$ cat src/rtl/nes_pad_pkg.sv
// Shared types and constants for the NES controller reader.
//   state_t     : reader FSM states
//   BTN_*       : bit positions of each button in the published word
//   NUM_BUTTONS : width of the button word (one 4021 shift chain)
package nes_pad_pkg;

  localparam int NUM_BUTTONS = 8;

  localparam int BTN_A      = 0;
  localparam int BTN_B      = 1;
  localparam int BTN_SELECT = 2;
  localparam int BTN_START  = 3;
  localparam int BTN_UP     = 4;
  localparam int BTN_DOWN   = 5;
  localparam int BTN_LEFT   = 6;
  localparam int BTN_RIGHT  = 7;

  typedef enum logic [2:0] {
    IDLE,
    LATCH,
    GAP,
    LOW,
    HIGH,
    DONE
  } state_t;

endpackage

$ cat src/rtl/sync_2ff.sv
// Two-flop synchronizer for a single asynchronous bit.
//   clk   : destination clock
//   rst_n : asynchronous active-low reset, forces both flops to RST_VAL
//   d     : asynchronous input
//   q     : synchronized output (two clk cycles of latency)
module sync_2ff #(
  parameter logic RST_VAL = 1'b1
) (
  input  logic clk,
  input  logic rst_n,
  input  logic d,
  output logic q
);

  logic meta;

  always_ff @(posedge clk or negedge rst_n) begin
    if (!rst_n) begin
      meta <= RST_VAL;
      q    <= RST_VAL;
    end else begin
      meta <= d;
      q    <= meta;
    end
  end

endmodule

$ cat src/rtl/nes_pad_reader.sv
// Reader side of the NES controller (4021 shift register) link.
// Periodically latches the pad, clocks out 8 serial bits and publishes
// an active-high button word once per complete scan.
//   clk        : system clock
//   reset_n    : asynchronous active-low reset (released synchronously)
//   enable     : 1 = new scans may start on poll ticks
//   pad_data_n : serial data from the pad, active-low, asynchronous
//   pad_latch  : latch strobe to the pad, active-high
//   pad_clk    : serial clock to the pad, idle high
//   buttons    : [0]A [1]B [2]Select [3]Start [4]Up [5]Down [6]Left [7]Right
//   valid      : one-cycle pulse when buttons updates
//   changed    : one-cycle pulse with valid when the word differs from before
module nes_pad_reader
  import nes_pad_pkg::*;
#(
  parameter int POLL_CYCLES  = 833_333,
  parameter int LATCH_CYCLES = 600,
  parameter int HALF_CYCLES  = 300
) (
  input  logic                   clk,
  input  logic                   reset_n,
  input  logic                   enable,
  input  logic                   pad_data_n,
  output logic                   pad_latch,
  output logic                   pad_clk,
  output logic [NUM_BUTTONS-1:0] buttons,
  output logic                   valid,
  output logic                   changed
);

  localparam int PHASE_MAX = (LATCH_CYCLES > HALF_CYCLES) ? LATCH_CYCLES : HALF_CYCLES;
  localparam int CNT_W     = $clog2(PHASE_MAX);
  localparam int POLL_W    = $clog2(POLL_CYCLES);
  localparam int IDX_W     = $clog2(NUM_BUTTONS);

  localparam logic [CNT_W-1:0]  LATCH_LAST = CNT_W'(LATCH_CYCLES - 1);
  localparam logic [CNT_W-1:0]  HALF_LAST  = CNT_W'(HALF_CYCLES - 1);
  localparam logic [POLL_W-1:0] POLL_LAST  = POLL_W'(POLL_CYCLES - 1);
  localparam logic [IDX_W-1:0]  IDX_FIRST  = IDX_W'(BTN_A);
  localparam logic [IDX_W-1:0]  IDX_LAST   = IDX_W'(BTN_RIGHT);

  logic rst_sync_n;
  logic data_s;

  // Reset asserts asynchronously, releases on a clock edge.
  sync_2ff #(.RST_VAL(1'b0)) u_rst_sync (
    .clk   (clk),
    .rst_n (reset_n),
    .d     (1'b1),
    .q     (rst_sync_n)
  );

  // Idle line reads 1 (pull-up), so reset to 1 to avoid a fake press.
  sync_2ff #(.RST_VAL(1'b1)) u_data_sync (
    .clk   (clk),
    .rst_n (rst_sync_n),
    .d     (pad_data_n),
    .q     (data_s)
  );

  // ---------------- poll timer ----------------
  logic [POLL_W-1:0] timer;
  logic              tick;

  assign tick = (timer == POLL_LAST);

  always_ff @(posedge clk or negedge rst_sync_n) begin
    if (!rst_sync_n) timer <= '0;
    else             timer <= tick ? '0 : timer + 1'b1;
  end

  // ---------------- FSM ----------------
  state_t             state, state_nx;
  logic [CNT_W-1:0]   cnt;
  logic [IDX_W-1:0]   idx;
  logic [NUM_BUTTONS-1:0] shift;
  logic               latch_end, half_end;

  assign latch_end = (cnt == LATCH_LAST);
  assign half_end  = (cnt == HALF_LAST);

  always_ff @(posedge clk or negedge rst_sync_n) begin
    if (!rst_sync_n) state <= IDLE;
    else             state <= state_nx;
  end

  always_comb begin
    state_nx = state;
    unique case (state)
      IDLE:    if (tick && enable) state_nx = LATCH;
      LATCH:   if (latch_end)      state_nx = GAP;
      GAP:     if (half_end)       state_nx = LOW;
      LOW:     if (half_end)       state_nx = HIGH;
      HIGH:    if (half_end)       state_nx = (idx == IDX_LAST) ? DONE : LOW;
      DONE:                        state_nx = IDLE;
      default:                     state_nx = IDLE;
    endcase
  end

  // Strobes are registered from the next state so they are glitch-free
  // pins yet still line up exactly with the state they belong to.
  always_ff @(posedge clk or negedge rst_sync_n) begin
    if (!rst_sync_n) begin
      pad_latch <= 1'b0;
      pad_clk   <= 1'b1;
      cnt       <= '0;
      idx       <= '0;
      shift     <= '0;
      buttons   <= '0;
      valid     <= 1'b0;
      changed   <= 1'b0;
    end else begin
      pad_latch <= (state_nx == LATCH);
      pad_clk   <= (state_nx != LOW);
      valid     <= 1'b0;
      changed   <= 1'b0;

      // Phase counter restarts on every state change.
      if (state_nx != state || state == IDLE) cnt <= '0;
      else                                    cnt <= cnt + 1'b1;

      // Sample at the end of the high half, one full half-period after
      // the pad shifted, leaving room for the synchronizer latency.
      if ((state == GAP || state == HIGH) && half_end)
        shift[idx] <= ~data_s;

      if (state == IDLE)
        idx <= IDX_FIRST;
      else if ((state == GAP || state == HIGH) && half_end && idx != IDX_LAST)
        idx <= idx + 1'b1;

      // Whole word published at once; valid/changed line up with it.
      if (state == DONE) begin
        buttons <= shift;
        valid   <= 1'b1;
        changed <= (shift != buttons);
      end
    end
  end

endmodule

$ cat config.mk
export PLATFORM = sky130hd
export DESIGN_NAME = nes_pad_reader
export DESIGN_NICKNAME = d
export VERILOG_FILES = /design/src/rtl/nes_pad_pkg.sv /design/src/rtl/sync_2ff.sv /design/src/rtl/nes_pad_reader.sv
export SDC_FILE = /design/constraint.sdc
export NUM_CORES = 1
export LEC_CHECK = 0
export ABC_AREA = 1
export ABC_CLOCK_PERIOD_IN_PS = 3200
export BUFFER_PORTS_ARGS = -buffer_cell sky130_fd_sc_hd__buf_4
export CAP_MARGIN = 20
export CORE_ASPECT_RATIO = 0.8
export CORE_UTILIZATION = 65
export DETAILED_ROUTE_END_ITERATION = 10
export PLACE_DENSITY = 0.91
export SYNTH_ARGS = -nofsm -noshare
export SYNTH_HDL_FRONTEND = slang
export SYNTH_SLANG_ARGS = --single-unit
$ cat constraint.sdc
create_clock -name clk -period 3.2 [get_ports clk]
set_clock_uncertainty 0.05 [all_clocks]
set_input_delay 0 -clock clk [delete_from_list [all_inputs] [get_ports clk]]
set_output_delay 0 -clock clk [all_outputs]
set_load 0.03 [all_outputs]
==> out/results.md, run 1 <==
• Hold Vio Cnt, Final: 0
• number of enable-type register cells in the synthesized netlist: 0
• total length of routed wires: 6.79 mm
• number of standard-cell rows in the floorplan: 22
• adder-cell area share of the yosys netlist: 1.98%
• number of different library cells in the post-synthesis netlist: 38
• mux contribution to synthesized area: 0%
• Worst Reg-to-Reg Cells: 7
• antenna violations before repair: 0
• combinational share of power: 0.8%
• largest area contributor in the synthesized netlist: sky130_fd_sc_hd__dfrtp_1
• ranking of synthesized cells by area: sky130_fd_sc_hd__dfrtp_1 (45%), sky130_fd_sc_hd__nand2_1 (9.0%), sky130_fd_sc_hd__nor2_1 (5.7%)
• combined area of all synthesized cells: 3160 µm²
• post-route fraction of the period consumed by the critical path: 58.9%
• clock transition at the registers of the reported paths: 0.07 ns
• origin of the critical flop-to-flop path: cnt[0]$_DFF_PN0_
• kind of cell adding the most delay to the critical path: simple AND/OR/NAND/NOR gates
• routability congestion estimate: 0.975
• Max transition margin: 40.2%
• upper clock frequency limit: 531 MHz
• design area: 3560 µm²
• power per standard cell area: 391 nW/µm²
• post-synthesis xor/xnor area fraction: 5.82%
• Synth-to-Final Area Change: 12.5%
• via/cell ratio: 5.67
• setup slack on the worst flop-to-flop path: 1.32 ns
• Net Count, Synth: 389
• internal power component: 1.05 mW
• count of boundary I/O pins: 16
• Inserted Diodes: 0
• setup-violating endpoint count in the final report: 0
• power share of the sequential group: 55.6%
• overall die area: 5150 µm²
• total congestion overflow after global routing: 0
• CP max FO: 6
• Yosys top cell area share: 45.1%
• net switching power figure: 340 µW
• Core Region: 4620 µm²
• detailed-route DRC error count: 0
• flip-flop and latch count after synthesis: 60
• setup tns final: 0 ns
• arrival time worst endpoint: 2.05 ns
• total power of the final layout: 1.39 mW
• clk root buf: sky130_fd_sc_hd__clkbuf_8
• static leakage: 1.72 nW
• via count of the first global-routing pass: 2,591
• unrepaired setup endpoints after global routing: no
• combinational family with the most area after synthesis: simple AND/OR/NAND/NOR gates
• Die Height: 64.4 µm
• final net count: 417
• worst hold path startpoint: enable
• fraction of layout cells with a size suffix above 1: 19.1%
• hold-critical path depth: 5
• CP Capture Type: flip-flop
• worst-margin pin slew: 0.897 ns
• clock period minus final worst setup slack: 1.88 ns
• Synth Area per Inst: 8.32 µm²
• Total Routing Usage GR: 30.3%
• via count: 2,681
• number of clock sinks: 60
• Synth Area in Compound Gates: 4.87%
• TritonCTS Buffers: 9
• share of synthesized registers carrying an async set or reset: 100%
• VDD IR max: 0.000314 V
• number of I/O port buffers: 15
• basic-gate share of the synthesized area counting and, or, nand and nor cells: 33.1%
• half-perimeter wire length after detailed placement: 4.89 mm
• first-pass GRT wire length: 11.6 mm
• nature of the critical path startpoint: flip-flop
• count of routing violations after the opening detailed-route iteration: 275
• reg2reg end: idx[1]$_DFFE_PN0P_
• result of the run: completed
• largest net degree at the start of global routing: 43
• class of the most critical hold timing path: in -> reg
• Critical-path top delay cell: sky130_fd_sc_hd__dfrtp_1
• # H-tree levels: 3
• clock share of power: 43.6%
• worst-case hold path end point: state[0]$_DFF_PN0_
• final count of pins violating max slew: 0
• area after detailed placement: 3350 µm²
• clock latency at the later pin of the worst-skew pair: 0.35 ns
• effective utilization at floorplan: 68.4%
• Pre-Repair DR Iteration Count: 5
• Most Frequent Cell on Critical Path: sky130_fd_sc_hd__nor2_1
• Worst EP required: 3.36 ns
• count of warnings emitted by yosys: 0
• clk buf depth: 2
• Routed WL per cell: 14.4 µm
• delay of the slowest critical-path stage: 0.39 ns
• chip width: 80.0 µm
• CTS tree: done
• Post-CTS Setup Repair Bufs: 0
• start-to-end type of the worst setup path: reg -> reg
• ANT nets after route: 0
• share of synthesized area occupied by flip-flops and latches: 47.6%
• instance count of the mapped netlist: 380
• max capacitance violation total: 0
• Post-synth top flop: sky130_fd_sc_hd__dfrtp_1
• crit path cell chain: ha_1 > inv_1 > nor2_1 > nand3_2 > nor2_1 > nand2_1 > a211oi_1
• Buf+Inv Stages, Crit Path: 1
• Sw Share: 24.4%
==> power by group through the flow <==
stage	combinational [mW]	clock [mW]	sequential (mW)
final	0.0117	0.606	0.773
after global routing	0.0136	0.658	0.775
after CTS	0.0120	0.613	0.773
after detailed placement	0.00914	0	0.788
after global placement	0.00899	0	0.787
after floorplan	0.000747	0	0.788
==> what timing repair did <==
item | in CTS | in global routing
gates resized for setup | 0 | 0
endpoints found under the hold margin | 3 | 0
hold buffers | 3 | 0
setup endpoints to repair | 0 | 0
==> worst register-to-register path: stages, from the launching register on <==
cell                       delay (ns)
sky130_fd_sc_hd__dfrtp_1         0.39
sky130_fd_sc_hd__ha_1            0.18
sky130_fd_sc_hd__inv_1           0.06
sky130_fd_sc_hd__nor2_1          0.19
sky130_fd_sc_hd__nand3_2         0.17
sky130_fd_sc_hd__nor2_1          0.20
sky130_fd_sc_hd__nand2_1         0.17
sky130_fd_sc_hd__a211oi_1        0.35
==> layout make-up <==
| type | count | area [µm²] |
|---|---|---|
| repair buffers | 20 | 158 |
| clock buffers | 9 | 124 |
| multi-input cells | 266 | 1450 |
| inverters | 51 | 193 |
| clock inverters | 7 | 52.6 |
| flip-flops and latches | 60 | 1510 |
| fillers | 313 | 1070 |
| well taps | 60 | 75.1 |
==> placed cells by master (no fill, tap or decap), drive strengths merged, types with 5 or more instances in the layout <==
cell,n
nor2,63
o21ai,18
ha,5
nand4,13
xor2,19
clkinv,7
buf,17
nor3,11
dfrtp,57
nand2,83
a21oi,6
inv,50
nand3,34
clkbuf,9
==> registers in the layout (all words and copies together) (netlist names) <==
| signal | flops |
|---|---|
| valid | 1 |
| buttons | 8 |
| timer | 20 |
| pad_latch | 1 |
| changed | 1 |
| u_data_sync.meta | 1 |
| pad_clk | 1 |
| shift | 8 |
| state | 3 |
| u_rst_sync.meta | 1 |
| u_data_sync.q | 1 |
| u_rst_sync.q | 1 |
| cnt | 10 |
| idx | 3 |
==> per-stage QoR <==
| stage | hold slack (ns) | cells | util, % | setup slack, ns |
|---|---|---|---|---|
| after floorplan | -0.346 | 380 | - | 1.36 |
| after global placement | -0.265 | 454 | 72.5 | 1.52 |
| after detailed placement | -0.265 | 454 | 72.5 | 1.37 |
| after CTS | 0.0473 | 473 | 76.9 | 1.33 |
| after global routing | 0.0950 | 473 | 76.9 | 1.20 |
| final | 0.0538 | 473 | 76.9 | 1.32 |
==> worst max-delay path by stage <==
stage | start | to | cells past startpoint
after detailed placement | cnt[0]$_DFF_PN0_ | idx[1]$_DFFE_PN0P_ | 7
after floorplan | u_rst_sync.q$_DFF_PN0_ | buttons[0]$_DFFE_PN0P_ | 0
final | cnt[0]$_DFF_PN0_ | idx[1]$_DFFE_PN0P_ | 7
after global placement | idx[0]$_DFFE_PN0P_ | cnt[8]$_DFF_PN0_ | 10
after global routing | cnt[0]$_DFF_PN0_ | idx[1]$_DFFE_PN0P_ | 7
after CTS | cnt[0]$_DFF_PN0_ | idx[1]$_DFFE_PN0P_ | 7
==> cell usage after synthesis (all sizes together) (5+ instances only) <==
| master | n |
|---|---|
| a21oi | 6 |
| dfrtp | 57 |
| ha | 5 |
| inv | 49 |
| nand2 | 83 |
| nand3 | 34 |
| nand4 | 13 |
| nor2 | 63 |
| nor3 | 11 |
| o21ai | 18 |
| xor2 | 19 |
==> kinds of logic after synthesis <==
kind of cell               after synthesis
AOI/OAI and AO/OA                       28
xor gates and xnor gates                21
adders and majority gates                5
buffers and inverters                   54
DFF                                     60
other                                    1
and+or+nand+nor                        211
==> layer usage <==
| metal | wire length [µm] | vias to the layer above | track usage [%] |
|---|---|---|---|
| li1 | - | 1286 | - |
| met1 | 2950 | 1254 | 39.0 |
| met2 | 3200 | 122 | 48.0 |
| met3 | 521 | 19 | 9.29 |
| met4 | 128 | 0 | 11.8 |
| met5 | 0 | - | 0 |
No activity file was read; power rests on OpenSTA's default activity.
==> run 2: changes to the inputs <==
--- a/config.mk
+++ b/config.mk
@@ -6,13 +6,13 @@
 export NUM_CORES = 1
 export LEC_CHECK = 0
 export ABC_AREA = 1
-export ABC_CLOCK_PERIOD_IN_PS = 3200
+export ABC_CLOCK_PERIOD_IN_PS = 1900
 export BUFFER_PORTS_ARGS = -buffer_cell sky130_fd_sc_hd__buf_4
 export CAP_MARGIN = 20
 export CORE_ASPECT_RATIO = 0.8
-export CORE_UTILIZATION = 65
+export CORE_UTILIZATION = 61
 export DETAILED_ROUTE_END_ITERATION = 10
-export PLACE_DENSITY = 0.91
+export PLACE_DENSITY = 0.86
 export SYNTH_ARGS = -nofsm -noshare
 export SYNTH_HDL_FRONTEND = slang
 export SYNTH_SLANG_ARGS = --single-unit
==> constraint.sdc (replaced) <==
create_clock -name clk -period 1.9 [get_ports clk]
set_clock_uncertainty 0.05 [all_clocks]
set_input_delay 0 -clock clk [delete_from_list [all_inputs] [get_ports clk]]
set_output_delay 0 -clock clk [all_outputs]
set_load 0.03 [all_outputs]
==> run 2 against run 1 <==
  * Highest routed layer unchanged
  * Power increased by 68%
  * Flip-flop and latch count unchanged
  * Sequential share of layout area is 0.16 points lower
  * Design area grew 0.39%
==> out/results.md, run 2 (synthesized netlist as in run 1, its figures left out) <==
• result of the run: completed
• post-route fraction of the period consumed by the critical path: 92.3%, +33 points
• fraction of layout cells with a size suffix above 1: 18.6%, -0.48 points
• detailed-route DRC error count: 0, unchanged
• Cell Count, Final, Fillers Out: 475, +0.42%
• clk root buf: sky130_fd_sc_hd__clkbuf_8
• upper clock frequency limit: 570 MHz, +7.5%
• via count of the first global-routing pass: 2,357, -9.0%
• clock transition at the registers of the reported paths: 0.07 ns, about the same
• effective utilization at floorplan: 63.1%, -5.2 points
• Worst Slack Setup Final: 0.147 ns, -1.17 ns
• TritonCTS Buffers: 9, unchanged
• Synth-to-Final Area Change: 13.0%
• max capacitance violation total: 0, unchanged
• overall die area: 5480 µm², +6.4%
• GR Layer Usage met1: 34.7%, -4.3 points
• Hold Vio Cnt, Final: 0, unchanged
• clock period minus final worst setup slack: 1.75 ns, -0.131 ns
• Post-CTS Setup Repair Bufs: 0, unchanged
• commonest cells after routing, fill and taps aside: sky130_fd_sc_hd__nand2_1 (76), sky130_fd_sc_hd__dfrtp_1 (56), sky130_fd_sc_hd__nor2_1 (47)
• # H-tree levels: 3, unchanged
• routability congestion estimate: 0.957, -1.8%
• highest-utilization routing layer at the global route stage: met2
• first-pass GRT wire length: 10.4 mm, -10%
• half-perimeter wire length after detailed placement: 4.42 mm, -9.5%
• design area: 3570 µm², +0.39%
• clock latency at the later pin of the worst-skew pair: 0.34 ns, about the same
• count of boundary I/O pins: 16, unchanged
• post-placement cell count: 456, +0.44%
• power per standard cell area: 653 nW/µm², +67%
• number of clock sinks: 60, unchanged
• top flop regs: timer (20), cnt (10)
• setup-violating endpoint count in the final report: 0, unchanged
• chip width: 82.5 µm, +3.1%
• most common cell after layout, fill and taps aside: sky130_fd_sc_hd__nand2_1
• area after detailed placement: 3370 µm², +0.45%
• max FFs per register: 20, unchanged
• antenna violations before repair: 0, unchanged
• Routed WL per cell: 12.8 µm, -11%
• number of I/O port buffers: 15, unchanged
• setup tns final: 0 ns, unchanged
• Pre-Repair DR Iteration Count: 5, unchanged
• total congestion overflow after global routing: 0, unchanged
• Largest Register: timer
• static leakage: 1.72 nW, +0.31%
• number of standard-cell rows in the floorplan: 23, +4.5%
• final net count: 417, unchanged
• Core Region: 5010 µm², +8.3%
• met3 layer usage reported by global route: 10.6%, +1.3 points
• start-to-end type of the worst setup path: reg -> reg
• arrival time worst endpoint: 1.94 ns, -0.11 ns
• CP Capture Type: flip-flop
• clk buf depth: 2, unchanged
• ANT nets after route: 0, unchanged
• count of routing violations after the opening detailed-route iteration: 209, -24%
• CTS tree: done
• Total Routing Usage GR: 26.1%, -4.2 points
• via count: 2,572, -4.1%
• Worst EP required: 2.08 ns, -1.28 ns
• VDD IR max: 0.000486 V, +55%
• total length of routed wires: 6.07 mm, -11%
• Die Height: 66.4 µm, +3.1%
• unrepaired setup endpoints after global routing: no
• CP max FO: 4, -2
• Inserted Diodes: 0, unchanged
• final count of pins violating max slew: 0, unchanged
• utilization of the core after routing: 71.3%, -5.6 points
• Place WS: 0.184 ns, -1.18 ns
• nature of the critical path startpoint: flip-flop
• largest net degree at the start of global routing: 44, +2.3%
• met2 Track Usage GR: 39.0%, -8.9 points
• via/cell ratio: 5.41, -4.5%
• class of the most critical hold timing path: in -> reg
-- run 2: cell count changes in the layout (fill, tap and decap cells not counted), sizes merged --
cell,previous run,this run
clkbuf,9,14
clkinv,7,4
clkinvlp,1,0
inv,50,49
-- run 2: timing repair --
| action | CTS | global route |
|---|---|---|
| resized for setup | 0 | 2 |
| endpoints found under the setup margin | 0 | 1 |
| hold buffers | 3 | 0 |
| endpoints found under the hold margin | 3 | 0 |
-- run 2: through the flow --
step / power, mW / hold WS, ns
2_1_floorplan: 1.33 / -0.346
3_3_place_gp: 1.35 / -0.266
3_5_place_dp: 1.35 / -0.266
4_1_cts: 2.36 / 0.0856
5_1_grt: 2.41 / 0.118
6_report: 2.33 / 0.106
-- run 2: worst max-delay path: stages (launching register included) --
cell and delay, ns:
sky130_fd_sc_hd__dfrtp_1 0.40, sky130_fd_sc_hd__ha_1 0.25, sky130_fd_sc_hd__nand2_2 0.11, sky130_fd_sc_hd__nor2_4 0.13, sky130_fd_sc_hd__nand4_2 0.13, sky130_fd_sc_hd__or2_4 0.28
sky130_fd_sc_hd__nor2_4 0.11, sky130_fd_sc_hd__nand3_1 0.07, sky130_fd_sc_hd__nand2_1 0.08, sky130_fd_sc_hd__a21oi_2 0.04
-- run 2: area by class of cell --
class                      instances  area, µm²
multi-input combinational        266       1450
inverter                          51        193
sequential                        60       1510
fill                             381       1440
clock inverter                     2       10.0
timing repair buffer              20        170
clock buffer                      14        163
tap                               62       77.6
-- run 2: worst paths after layout --
check,start,cells after the start,slack (ns),to
worst max-delay path,timer[0]$_DFF_PN0_,9,0.15,timer[12]$_DFF_PN0_
worst min-delay path,enable,5,0.11,state[0]$_DFF_PN0_
worst max register to register,timer[0]$_DFF_PN0_,9,0.15,timer[12]$_DFF_PN0_
worst min register to register,u_rst_sync.q$_DFF_PN0_,0,0.14,cnt[0]$_DFF_PN0_
max in group asynchronous,u_rst_sync.q$_DFF_PN0_,1,1.06,u_data_sync.meta$_DFF_PN1_
min in group asynchronous,u_rst_sync.q$_DFF_PN0_,0,0.14,cnt[0]$_DFF_PN0_
-- run 2: routing by layer --
layer  routed length, µm  up-vias  share of wire, %
met5                   0        -                 0
met4                  83        0               1.4
met3                 373        9               6.2
met2                2690       82                44
met1                2920     1204                48
li1                    -     1277                 -
-- run 2: power by group --
group          switching [mW]  leakage (nW)  total [mW]  internal [mW]
Combinational          0.0197         0.819      0.0322         0.0125
Sequential            0.00963         0.813        1.29           1.28
Clock                   0.464        0.0905        1.01          0.541
